## config.mk

```make
export PLATFORM = sky130hd
export DESIGN_NAME = doubly_linked_list_flat
export DESIGN_NICKNAME = d
export VERILOG_FILES = /design/src/rtl/doubly_linked_list_if.sv /design/src/rtl/doubly_linked_list.sv /design/src/flat_wrapper.sv
export SDC_FILE = /design/constraint.sdc
export NUM_CORES = 1
export LEC_CHECK = 0
export BUFFER_PORTS_ARGS = -buffer_cell sky130_fd_sc_hd__buf_2
export CAP_MARGIN = 20
export CORE_UTILIZATION = 38
export DETAILED_ROUTE_END_ITERATION = 8
export GPL_TIMING_DRIVEN = 0
export PLACE_DENSITY = 0.54
export SLEW_MARGIN = 0
export SYNTH_ARGS = -nofsm -noshare
export SYNTH_HDL_FRONTEND = slang
export SYNTH_SLANG_ARGS = --single-unit
```

## constraint.sdc

```tcl
create_clock -name clk -period 4.55 [get_ports clk]
set_clock_uncertainty 0.1 [all_clocks]
set_input_delay 0.2275 -clock clk [delete_from_list [all_inputs] [get_ports clk]]
set_output_delay 0.2275 -clock clk [all_outputs]
set_load 0.005 [all_outputs]
```

## src/rtl/doubly_linked_list_if.sv

```systemverilog
// Request/response bundle shared by the linked-list family: opcode handshake plus list status.
interface doubly_linked_list_if #(
    parameter int DATA_WIDTH = 8,
    parameter int ADDR_WIDTH = 4
);
    logic [DATA_WIDTH-1:0] data_in;
    logic [ADDR_WIDTH-1:0] addr_in;
    logic [2:0]            op;
    logic                  op_start;
    logic [DATA_WIDTH-1:0] data_out;
    logic                  op_done;
    logic [ADDR_WIDTH-1:0] next_node_addr;
    logic [ADDR_WIDTH-1:0] pre_node_addr;
    logic [ADDR_WIDTH-1:0] length;
    logic [ADDR_WIDTH-1:0] head;
    logic [ADDR_WIDTH-1:0] tail;
    logic                  full;
    logic                  empty;
    logic                  fault;

    modport master (
        output data_in, addr_in, op, op_start,
        input  data_out, op_done, next_node_addr, pre_node_addr,
        input  length, head, tail, full, empty, fault
    );

    modport slave (
        input  data_in, addr_in, op, op_start,
        output data_out, op_done, next_node_addr, pre_node_addr,
        output length, head, tail, full, empty, fault
    );
endinterface

```

## src/rtl/doubly_linked_list.sv

```systemverilog
// Doubly linked list over a fixed node pool with lowest-free-slot allocation;
// index operations walk from whichever end of the list is nearer.
module doubly_linked_list #(
    parameter int DATA_WIDTH = 8,
    parameter int MAX_NODE   = 8,
    parameter int ADDR_WIDTH = $clog2(MAX_NODE + 1)
) (
    input  logic                 clk,
    input  logic                 rst,
    doubly_linked_list_if.slave  bus
);
    localparam int                    IDX_W     = $clog2(MAX_NODE);
    localparam logic [ADDR_WIDTH-1:0] ADDR_NULL = '1;
    localparam logic [ADDR_WIDTH-1:0] NODE_CNT  = ADDR_WIDTH'(MAX_NODE);

    localparam logic [2:0] OP_READ     = 3'b000;
    localparam logic [2:0] OP_INS_ADDR = 3'b001;
    localparam logic [2:0] OP_DEL_VAL  = 3'b010;
    localparam logic [2:0] OP_DEL_ADDR = 3'b011;
    localparam logic [2:0] OP_UPDATE   = 3'b100;
    localparam logic [2:0] OP_INS_IDX  = 3'b101;
    localparam logic [2:0] OP_CLEAR    = 3'b110;
    localparam logic [2:0] OP_DEL_IDX  = 3'b111;

    typedef enum logic [2:0] {IDLE, WALK_FWD, WALK_BWD, SEARCH, EXEC, DONE} state_t;

    state_t                state;
    logic [2:0]            op_q;
    logic [ADDR_WIDTH-1:0] tgt_q;
    logic [ADDR_WIDTH-1:0] cnt_q;
    logic [DATA_WIDTH-1:0] data_q;
    logic                  miss_q;
    logic [MAX_NODE-1:0]   valid;
    logic [ADDR_WIDTH-1:0] length_q;
    logic [ADDR_WIDTH-1:0] head_q;
    logic [ADDR_WIDTH-1:0] tail_q;

    logic [DATA_WIDTH-1:0] data_mem [MAX_NODE];
    logic [ADDR_WIDTH-1:0] next_mem [MAX_NODE];
    logic [ADDR_WIDTH-1:0] prev_mem [MAX_NODE];

    function automatic logic [IDX_W-1:0] ix(input logic [ADDR_WIDTH-1:0] a);
        return a[IDX_W-1:0];
    endfunction

    function automatic logic node_ok(input logic [ADDR_WIDTH-1:0] a, input logic [MAX_NODE-1:0] v);
        return (a < NODE_CNT) && v[ix(a)];
    endfunction

    function automatic logic [ADDR_WIDTH-1:0] lowest_free(input logic [MAX_NODE-1:0] v);
        logic [ADDR_WIDTH-1:0] r;
        r = ADDR_NULL;
        for (int i = MAX_NODE - 1; i >= 0; i--)
            if (!v[i]) r = ADDR_WIDTH'(i);
        return r;
    endfunction

    logic                  full_w;
    logic                  idx_op;
    logic                  idx_in_list;
    logic                  walk_fwd;
    logic [ADDR_WIDTH-1:0] last_idx;
    logic [ADDR_WIDTH-1:0] bwd_cnt;

    assign full_w      = (length_q == NODE_CNT);
    assign idx_op      = (bus.op == OP_INS_IDX) || (bus.op == OP_DEL_IDX);
    assign idx_in_list = (bus.addr_in < length_q);
    assign last_idx    = length_q - ADDR_WIDTH'(1);
    assign walk_fwd    = (bus.addr_in <= (last_idx >> 1));
    assign bwd_cnt     = last_idx - bus.addr_in;

    logic [ADDR_WIDTH-1:0] free_addr;
    logic [ADDR_WIDTH-1:0] tgt_next;
    logic [ADDR_WIDTH-1:0] tgt_prev;
    logic [ADDR_WIDTH-1:0] ins_prev;
    logic                  tgt_ok;
    logic                  exec_fault;

    // A NULL insert target means append, so the new node's predecessor is the tail.
    always_comb begin
        free_addr  = lowest_free(valid);
        tgt_ok     = node_ok(tgt_q, valid);
        tgt_next   = next_mem[ix(tgt_q)];
        tgt_prev   = prev_mem[ix(tgt_q)];
        ins_prev   = (tgt_q == ADDR_NULL) ? tail_q : tgt_prev;
        exec_fault = 1'b0;
        case (op_q)
            OP_READ, OP_UPDATE, OP_DEL_ADDR: exec_fault = !tgt_ok;
            OP_INS_ADDR, OP_INS_IDX:         exec_fault = full_w || ((tgt_q != ADDR_NULL) && !tgt_ok);
            OP_DEL_VAL, OP_DEL_IDX:          exec_fault = miss_q || !tgt_ok;
            default:                         exec_fault = 1'b0;
        endcase
    end

    always_ff @(posedge clk or negedge rst) begin
        if (!rst) begin
            state              <= IDLE;
            op_q               <= OP_READ;
            tgt_q              <= ADDR_NULL;
            cnt_q              <= '0;
            miss_q             <= 1'b0;
            valid              <= '0;
            length_q           <= '0;
            head_q             <= ADDR_NULL;
            tail_q             <= ADDR_NULL;
            bus.data_out       <= '0;
            bus.op_done        <= 1'b0;
            bus.fault          <= 1'b0;
            bus.next_node_addr <= ADDR_NULL;
            bus.pre_node_addr  <= ADDR_NULL;
        end else begin
            bus.op_done <= 1'b0;
            case (state)
                IDLE: if (bus.op_start) begin
                    op_q   <= bus.op;
                    tgt_q  <= bus.addr_in;
                    cnt_q  <= '0;
                    miss_q <= 1'b0;
                    state  <= EXEC;
                    if (idx_op && idx_in_list && !((bus.op == OP_INS_IDX) && full_w)) begin
                        state <= walk_fwd ? WALK_FWD : WALK_BWD;
                        tgt_q <= walk_fwd ? head_q : tail_q;
                        cnt_q <= walk_fwd ? bus.addr_in : bwd_cnt;
                    end else if (bus.op == OP_INS_IDX) begin
                        tgt_q <= ADDR_NULL;
                    end else if (bus.op == OP_DEL_IDX) begin
                        miss_q <= 1'b1;
                    end else if (bus.op == OP_DEL_VAL) begin
                        if (length_q == '0) begin
                            miss_q <= 1'b1;
                        end else begin
                            tgt_q <= head_q;
                            state <= SEARCH;
                        end
                    end
                end
                WALK_FWD: if (cnt_q == '0) state <= EXEC;
                          else begin
                              tgt_q <= next_mem[ix(tgt_q)];
                              cnt_q <= cnt_q - ADDR_WIDTH'(1);
                          end
                WALK_BWD: if (cnt_q == '0) state <= EXEC;
                          else begin
                              tgt_q <= prev_mem[ix(tgt_q)];
                              cnt_q <= cnt_q - ADDR_WIDTH'(1);
                          end
                SEARCH: if (data_mem[ix(tgt_q)] == data_q) begin
                    state <= EXEC;
                end else if (next_mem[ix(tgt_q)] == ADDR_NULL) begin
                    miss_q <= 1'b1;
                    state  <= EXEC;
                end else begin
                    tgt_q <= next_mem[ix(tgt_q)];
                end
                EXEC: begin
                    bus.op_done <= 1'b1;
                    bus.fault   <= exec_fault;
                    state       <= DONE;
                    if (!exec_fault) begin
                        case (op_q)
                            OP_READ, OP_UPDATE: begin
                                bus.data_out       <= (op_q == OP_UPDATE) ? data_q : data_mem[ix(tgt_q)];
                                bus.next_node_addr <= tgt_next;
                                bus.pre_node_addr  <= tgt_prev;
                            end
                            OP_INS_ADDR, OP_INS_IDX: begin
                                bus.data_out          <= data_q;
                                bus.next_node_addr    <= tgt_q;
                                bus.pre_node_addr     <= ins_prev;
                                valid[ix(free_addr)]  <= 1'b1;
                                length_q              <= length_q + ADDR_WIDTH'(1);
                                if (ins_prev == ADDR_NULL) head_q <= free_addr;
                                if (tgt_q == ADDR_NULL)    tail_q <= free_addr;
                            end
                            OP_CLEAR: begin
                                valid    <= '0;
                                length_q <= '0;
                                head_q   <= ADDR_NULL;
                                tail_q   <= ADDR_NULL;
                            end
                            default: begin
                                bus.data_out       <= data_mem[ix(tgt_q)];
                                bus.next_node_addr <= tgt_next;
                                bus.pre_node_addr  <= tgt_prev;
                                valid[ix(tgt_q)]   <= 1'b0;
                                length_q           <= length_q - ADDR_WIDTH'(1);
                                if (tgt_prev == ADDR_NULL) head_q <= tgt_next;
                                if (tgt_next == ADDR_NULL) tail_q <= tgt_prev;
                            end
                        endcase
                    end
                    // Back-to-back reads stay in EXEC so op_done holds high.
                    if ((op_q == OP_READ) && bus.op_start && (bus.op == OP_READ)) begin
                        tgt_q <= bus.addr_in;
                        state <= EXEC;
                    end
                end
                DONE:    state <= IDLE;
                default: state <= IDLE;
            endcase
        end
    end

    // Node storage carries no reset; the valid bits alone define pool occupancy.
    always_ff @(posedge clk) begin
        if ((state == IDLE) && bus.op_start) data_q <= bus.data_in;
        if ((state == EXEC) && !exec_fault) begin
            case (op_q)
                OP_UPDATE: data_mem[ix(tgt_q)] <= data_q;
                OP_INS_ADDR, OP_INS_IDX: begin
                    data_mem[ix(free_addr)] <= data_q;
                    next_mem[ix(free_addr)] <= tgt_q;
                    prev_mem[ix(free_addr)] <= ins_prev;
                    if (ins_prev != ADDR_NULL) next_mem[ix(ins_prev)] <= free_addr;
                    if (tgt_q != ADDR_NULL)    prev_mem[ix(tgt_q)]    <= free_addr;
                end
                OP_DEL_VAL, OP_DEL_ADDR, OP_DEL_IDX: begin
                    if (tgt_prev != ADDR_NULL) next_mem[ix(tgt_prev)] <= tgt_next;
                    if (tgt_next != ADDR_NULL) prev_mem[ix(tgt_next)] <= tgt_prev;
                end
                default: ;
            endcase
        end
    end

    assign bus.length = length_q;
    assign bus.head   = head_q;
    assign bus.tail   = tail_q;
    assign bus.full   = full_w;
    assign bus.empty  = (length_q == '0);
endmodule

```

## src/flat_wrapper.sv

```systemverilog
// flat-port wrapper written by rule: the top's interface ports become plain ports
module doubly_linked_list_flat 
#(
    parameter int DATA_WIDTH = 8,
    parameter int MAX_NODE   = 8,
    parameter int ADDR_WIDTH = $clog2(MAX_NODE + 1)
)
  (clk, rst, bus_data_in, bus_addr_in, bus_op, bus_op_start, bus_data_out, bus_op_done, bus_next_node_addr, bus_pre_node_addr, bus_length, bus_head, bus_tail, bus_full, bus_empty, bus_fault);
  doubly_linked_list_if #(.DATA_WIDTH(DATA_WIDTH), .ADDR_WIDTH(ADDR_WIDTH)) bus_i ();
  input  logic clk;
  input  logic rst;
  input wire logic [$bits(bus_i.data_in)-1:0] bus_data_in;
  input wire logic [$bits(bus_i.addr_in)-1:0] bus_addr_in;
  input wire logic [$bits(bus_i.op)-1:0] bus_op;
  input wire logic [$bits(bus_i.op_start)-1:0] bus_op_start;
  output wire logic [$bits(bus_i.data_out)-1:0] bus_data_out;
  output wire logic [$bits(bus_i.op_done)-1:0] bus_op_done;
  output wire logic [$bits(bus_i.next_node_addr)-1:0] bus_next_node_addr;
  output wire logic [$bits(bus_i.pre_node_addr)-1:0] bus_pre_node_addr;
  output wire logic [$bits(bus_i.length)-1:0] bus_length;
  output wire logic [$bits(bus_i.head)-1:0] bus_head;
  output wire logic [$bits(bus_i.tail)-1:0] bus_tail;
  output wire logic [$bits(bus_i.full)-1:0] bus_full;
  output wire logic [$bits(bus_i.empty)-1:0] bus_empty;
  output wire logic [$bits(bus_i.fault)-1:0] bus_fault;
  assign bus_i.data_in = bus_data_in;
  assign bus_i.addr_in = bus_addr_in;
  assign bus_i.op = bus_op;
  assign bus_i.op_start = bus_op_start;
  assign bus_data_out = bus_i.data_out;
  assign bus_op_done = bus_i.op_done;
  assign bus_next_node_addr = bus_i.next_node_addr;
  assign bus_pre_node_addr = bus_i.pre_node_addr;
  assign bus_length = bus_i.length;
  assign bus_head = bus_i.head;
  assign bus_tail = bus_i.tail;
  assign bus_full = bus_i.full;
  assign bus_empty = bus_i.empty;
  assign bus_fault = bus_i.fault;
  doubly_linked_list #(.DATA_WIDTH(DATA_WIDTH), .MAX_NODE(MAX_NODE), .ADDR_WIDTH(ADDR_WIDTH)) u_core (.clk(clk), .rst(rst), .bus(bus_i));
endmodule
```

; After elaboration in Yosys (flattened, before gate mapping)
; Memories as Yosys holds them, arrays and structs flattened.
; Index checks and enable logic that the tools add are counted.
[totals]
register_bits = 61
mem_bits_rw = 128
inputBits = 18
elab_cells = 215
memories = 3
[classes]
addsub = 4
order_cmp = 7
eq_ne = 36
n_mux = 99
bitwise_logic = 6
reduce_logical = 45
[mem_list]
columns = name, depth, word_bits, read_ports, rd_clocked_by_memory_dff, write_ports, line_no
row1 = u_core.data_mem, 8, 8, 1, 0, 1, doubly_linked_list.sv:38  ; logic [DATA_WIDTH-1:0] data_mem [MAX_NODE];
row2 = u_core.next_mem, 8, 4, 1, 0, 2, doubly_linked_list.sv:39  ; logic [ADDR_WIDTH-1:0] next_mem [MAX_NODE];
row3 = u_core.prev_mem, 8, 4, 1, 0, 2, doubly_linked_list.sv:40  ; logic [ADDR_WIDTH-1:0] prev_mem [MAX_NODE];
[op_table]
columns = cell, n
row1 = 4-bit 2-to-1 mux, 31
row2 = 8-bit case mux with 3 select lines, 2
row3 = 1-bit 2-to-1 mux, 38
row4 = 3-bit 2-to-1 mux, 12
row5 = 4-bit case mux with 3 select lines, 3
row6 = 4-bit case mux with 2 select lines, 3
row7 = "3-bit equality test, second input constant", 7
row8 = "4-bit equality test, second input constant", 5
row9 = 4-bit case mux with 5 select lines, 1
row10 = 8-bit 2-to-1 mux, 2
row11 = "4-bit inequality test, second input constant", 4
row12 = "3-bit by 2-bit equality test with 1-bit output, second input constant", 5
row13 = "2-bit inequality test, second input constant", 6
row14 = 3-bit case mux with 4 select lines, 1
row15 = 3-bit AND reduction, 4
row16 = 1-bit logical AND, 11
row17 = "2-bit by 1-bit inequality test with 1-bit output, second input constant", 5
row18 = 5-bit AND reduction, 2
row19 = 3-bit zero test, 3
row20 = 8-bit bitwise AND, 1
row21 = 8-bit equality test, 1
row22 = 4-bit zero test, 2
row23 = "3-bit by 4-bit < comparator with 1-bit output, second input constant", 2
row24 = 8-bit NOT, 1
row25 = 28 further kinds, 45

; Depth between registers and ports, before layout
[logic_depth]
ltp_word = 14
ltp_mapped = 12
depth_no_buf = 12

; Worst setup path before layout
; Ideal clock, no wire load.
[synth_path]
path_kind = register -> register
startpoint = reg u_core.tgt_q[2]
endpoint = mem u_core.prev_mem[7][0] (enable)
setup_ns = 0.379
arrival_ns = 2.563
required_time_ns = 4.071
setup_slack_ns = 1.508
stages_incl_launch_ff = 11
path_buffers = 3
period_less_slack_ns = 3.042
cell_sequence = dfstp_2 buf_6 buf_8 buf_6 mux2_1 a221oi_1 o22ai_1 a41oi_2 o22ai_1 or3_1 o41ai_1
[synth_lines]
columns = element, line_no
row1 = from (decl), doubly_linked_list.sv:29  ; logic [ADDR_WIDTH-1:0] tgt_q;
row2 = from (signal assigned), doubly_linked_list.sv:116  ; tgt_q <= bus.addr_in;
row3 = from (signal assigned), doubly_linked_list.sv:122  ; tgt_q <= walk_fwd ? head_q : tail_q;
row4 = from (signal assigned), doubly_linked_list.sv:132  ; tgt_q <= head_q;
row5 = to (decl), doubly_linked_list.sv:40

==> flow_summary.json <==
{
  "yosys.cell_count.top_type": "edfxtp_1",
  "grt_first_pass_wirelength_um": 47600,
  "path_clk_slew_ns": 0.08,
  "die_width_um": 167,
  "finalNonFillerCells": 1338,
  "rows": 59,
  "endpoint_kind": "flop",
  "fin_tns_setup_ns": 0,
  "p_per_area_nw_per_um2": 682,
  "vias": 7709,
  "ctsResizeCount": 0,
  "grt_pass1_vias": 7591,
  "async_reset_ff_frac": 0.280,
  "first_pass_iters": 5,
  "ant_nets": 0,
  "ys_seq_elements": 189,
  "worstSetupPathType": "reg2reg",
  "gp_congestion": 0.896,
  "netlist_area_um2": 10300,
  "antennaDiodeCount": 0,
  "port_buffers": 49,
  "yosysWarnings": 0,
  "die-area_um2": 27800,
  "totalWireLength_um": 31400,
  "ys_seq_area_frac": 0.526,
  "hpwl_um": 22600,
  "hold_viol_final": 0,
  "required_ns": 4.52,
  "tightestPinTransition_ns": 1.06,
  "post-place-cells": 1292,
  "crit_fanout": 10,
  "wl_per_cell_um": 23.4,
  "max_freq_mhz": 232,
  "fin_nets": 1022,
  "cts.path.max_buffers": 2,
  "status": "completed",
  "htreeDepth": 4,
  "die_y_um": 167,
  "drcViolationCount": 0,
  "drt_iter0_markers": 669,
  "drv_slew": 0,
  "period_minus_slack_ns": 4.31,
  "rsz0062_at_grt": "no",
  "setup_viol": 0,
  "arrival_ns": 4.29,
  "cts_tree": "yes",
  "cts-root-buf": "clkbuf_16",
  "slew_headroom": 0.290,
  "synth_edf_count": 136,
  "synthCells": 907,
  "cts_buffers": 17,
  "layout-drive-gt1-share": 0.172,
  "overflow": 0,
  "cpPeakStageDelay_ns": 0.79,
  "cp_cell_sequence": "buf_6, buf_12, nor2b_1, a21oi_1, o221ai_1, a41oi_2, o21a_1, or2_1, o21ai_0",
  "synthDistinctLibCells": 88,
  "worstSetupStartpointType": "flop",
  "clk_latency_ns": 0.44,
  "synth_top_area_cell": "edfxtp_1",
  "yosys.area.top_type_share": 0.396,
  "cts_sinks": 189,
  "cap_violations": 0,
  "n_fill_cell": 2431,
  "initial_utilization": 0.392,
  "hp-class": "in2reg",
  "fin_crit_sh": 0.948,
  "area_delta_synth_final_pct": 14.1,
  "synthTopCellsByCount": "136 x edfxtp_1, 91 x mux2i_1, 84 x nand2_1",
  "fp.coreArea_um2": 26400,
  "ys_top_cells_by_area": "edfxtp_1 40%, mux2i_1 8.8%, dfrtp_1 8.0%",
  "via_per_inst": 5.76,
  "antenna_found_initial": 0,
  "slowest_stage": "o221ai_1",
  "ys.flop_type": "edfxtp_1",
  "io_pins": 50,
  "leakagePower_nw": 4.58,
  "synth_area_per_cell_um2": 11.4,
  "synth_nets": 939,
  "gr-usage-all-layers": 0.231,
  "ir_drop_v": 0.000327,
  "grt_start_max_net_pins": 38
}
## cell usage in the layout, fill, tap and decap left out, types with 5 or more instances in the layout
cell type | synthesis | layout
dlygate4sd3_1 | 0 | 12
nand2_1 | 84 | 84
o21ai_0 | 58 | 58
o31ai_1 | 11 | 11
xor2_1 | 6 | 6
a21oi_1 | 50 | 50
buf_6 | 7 | 7
dfrtp_1 | 33 | 33
o22ai_1 | 17 | 17
mux2_4 | 5 | 5
edfxtp_1 | 136 | 136
and2_1 | 6 | 6
nor3_1 | 12 | 12
ha_1 | 13 | 13
buf_2 | 10 | 59
and3_1 | 10 | 10
mux4_2 | 8 | 8
nand3_1 | 18 | 18
clkbuf_1 | 33 | 33
o211ai_1 | 8 | 8
xnor2_1 | 7 | 7
mux2i_1 | 91 | 91
dfstp_2 | 20 | 20
o21ai_1 | 5 | 5
nand2b_1 | 12 | 12
a211oi_1 | 6 | 6
clkinv_8 | 0 | 9
nor2b_1 | 6 | 6
a31oi_1 | 13 | 13
clkbuf_16 | 0 | 17
a22oi_1 | 7 | 7
nor2_1 | 79 | 79
a21o_1 | 8 | 8
mux2_2 | 10 | 10
inv_1 | 22 | 22
## per-layer routing
metal,up-vias,track usage,share of wire
li1,3591,-,-
met1,3809,0.319,0.45
met2,288,0.383,0.49
met3,21,0.0321,0.058
met4,0,0.0548,0.010
met5,-,0,0
## repair_timing
action                                  in CTS  in global routing
hold buffers                                12                  0
hold endpoints to repair                    27                  0
endpoints found under the setup margin       0                  0
buffers inserted                             0                  0
## flip-flops by register name, summed over array words and instances, names as in the netlist, 8 cells and up
signal / cells
u_core.data_mem: 64
u_core.next_mem: 32
u_core.prev_mem: 32
u_core.bus.data_out: 8
u_core.data_q: 8
u_core.valid: 8
## cell families (layout without fill, tap and decap cells)
| logic type | Yosys count | in the layout | share of synthesized area |
|---|---|---|---|
| AO/OA/AOI/OAI | 231 | 231 | 0.150 |
| XOR/XNOR | 13 | 13 | 0.0110 |
| adder cells (fa/ha/maj) | 14 | 14 | 0.0177 |
| buffers and inverters | 79 | 175 | 0.0410 |
| flip-flops | 189 | 189 | 0.526 |
| multiplexers | 120 | 120 | 0.133 |
| AND/OR/NAND/NOR | 261 | 261 | 0.121 |
## report_power, final
part / internal, mW / total (mW) / switching, mW
Sequential: 2.25 / 2.45 / 0.194
Combinational: 1.45 / 4.01 / 2.56
Clock: 0.763 / 1.57 / 0.811
## worst max-delay path, delay by kind of cell, from the launching register on
kind	cells	cell delay [ns]
buffers and inverters	2	0.36
AND/OR/NAND/NOR	2	0.69
AO/OA/AOI/OAI	5	2.18
flip-flops	1	0.59
## final timing paths
check                                                   start                            endpoint  slack [ns]  depth (start not counted)
min                                              bus_op_start         u_core.state[0]$_DFFE_PN0P_        0.05                          3
max reg2reg                       u_core.tgt_q[1]$_DFFE_PN1P_     u_core.prev_mem[0][2]$_DFFE_PP_        0.24                          9
min in group asynchronous                                 rst         u_core.cnt_q[2]$_DFFE_PN0P_        0.17                          2
max                               u_core.tgt_q[1]$_DFFE_PN1P_     u_core.prev_mem[0][2]$_DFFE_PP_        0.24                          9
min reg2reg                u_core.bus.data_out[2]$_DFFE_PN0P_  u_core.bus.data_out[2]$_DFFE_PN0P_        0.39                          2
max in group asynchronous                                 rst      u_core.bus.head[1]$_DFFE_PN1P_        3.51                          3
## area by class of cell
type / instances / area, µm² / area share
clock buffer: 17 / 425 / 0.0361
inverter: 24 / 90.1 / 0.00765
tap: 335 / 419 / 0.0356
buffer: 55 / 333 / 0.0283
clock inverter: 15 / 214 / 0.0182
timing repair buffer: 64 / 395 / 0.0336
sequential: 189 / 5440 / 0.461
multi-input combinational: 639 / 4470 / 0.379
## metrics by stage
stage,instance area (µm²),util,total power [mW],hold WS (ns),setup WS [ns]
global route,11800,0.447,8.49,0.0472,0.150
detailed placement,11000,0.418,6.44,0.124,0.357
global placement,11000,0.417,6.41,0.306,0.382
floorplan,10300,-,5.13,-0.168,1.51
CTS,11800,0.447,8.02,0.0415,0.320
finish,11800,0.447,8.03,0.0494,0.236
Note: power is estimated with default switching activity, not from simulation.
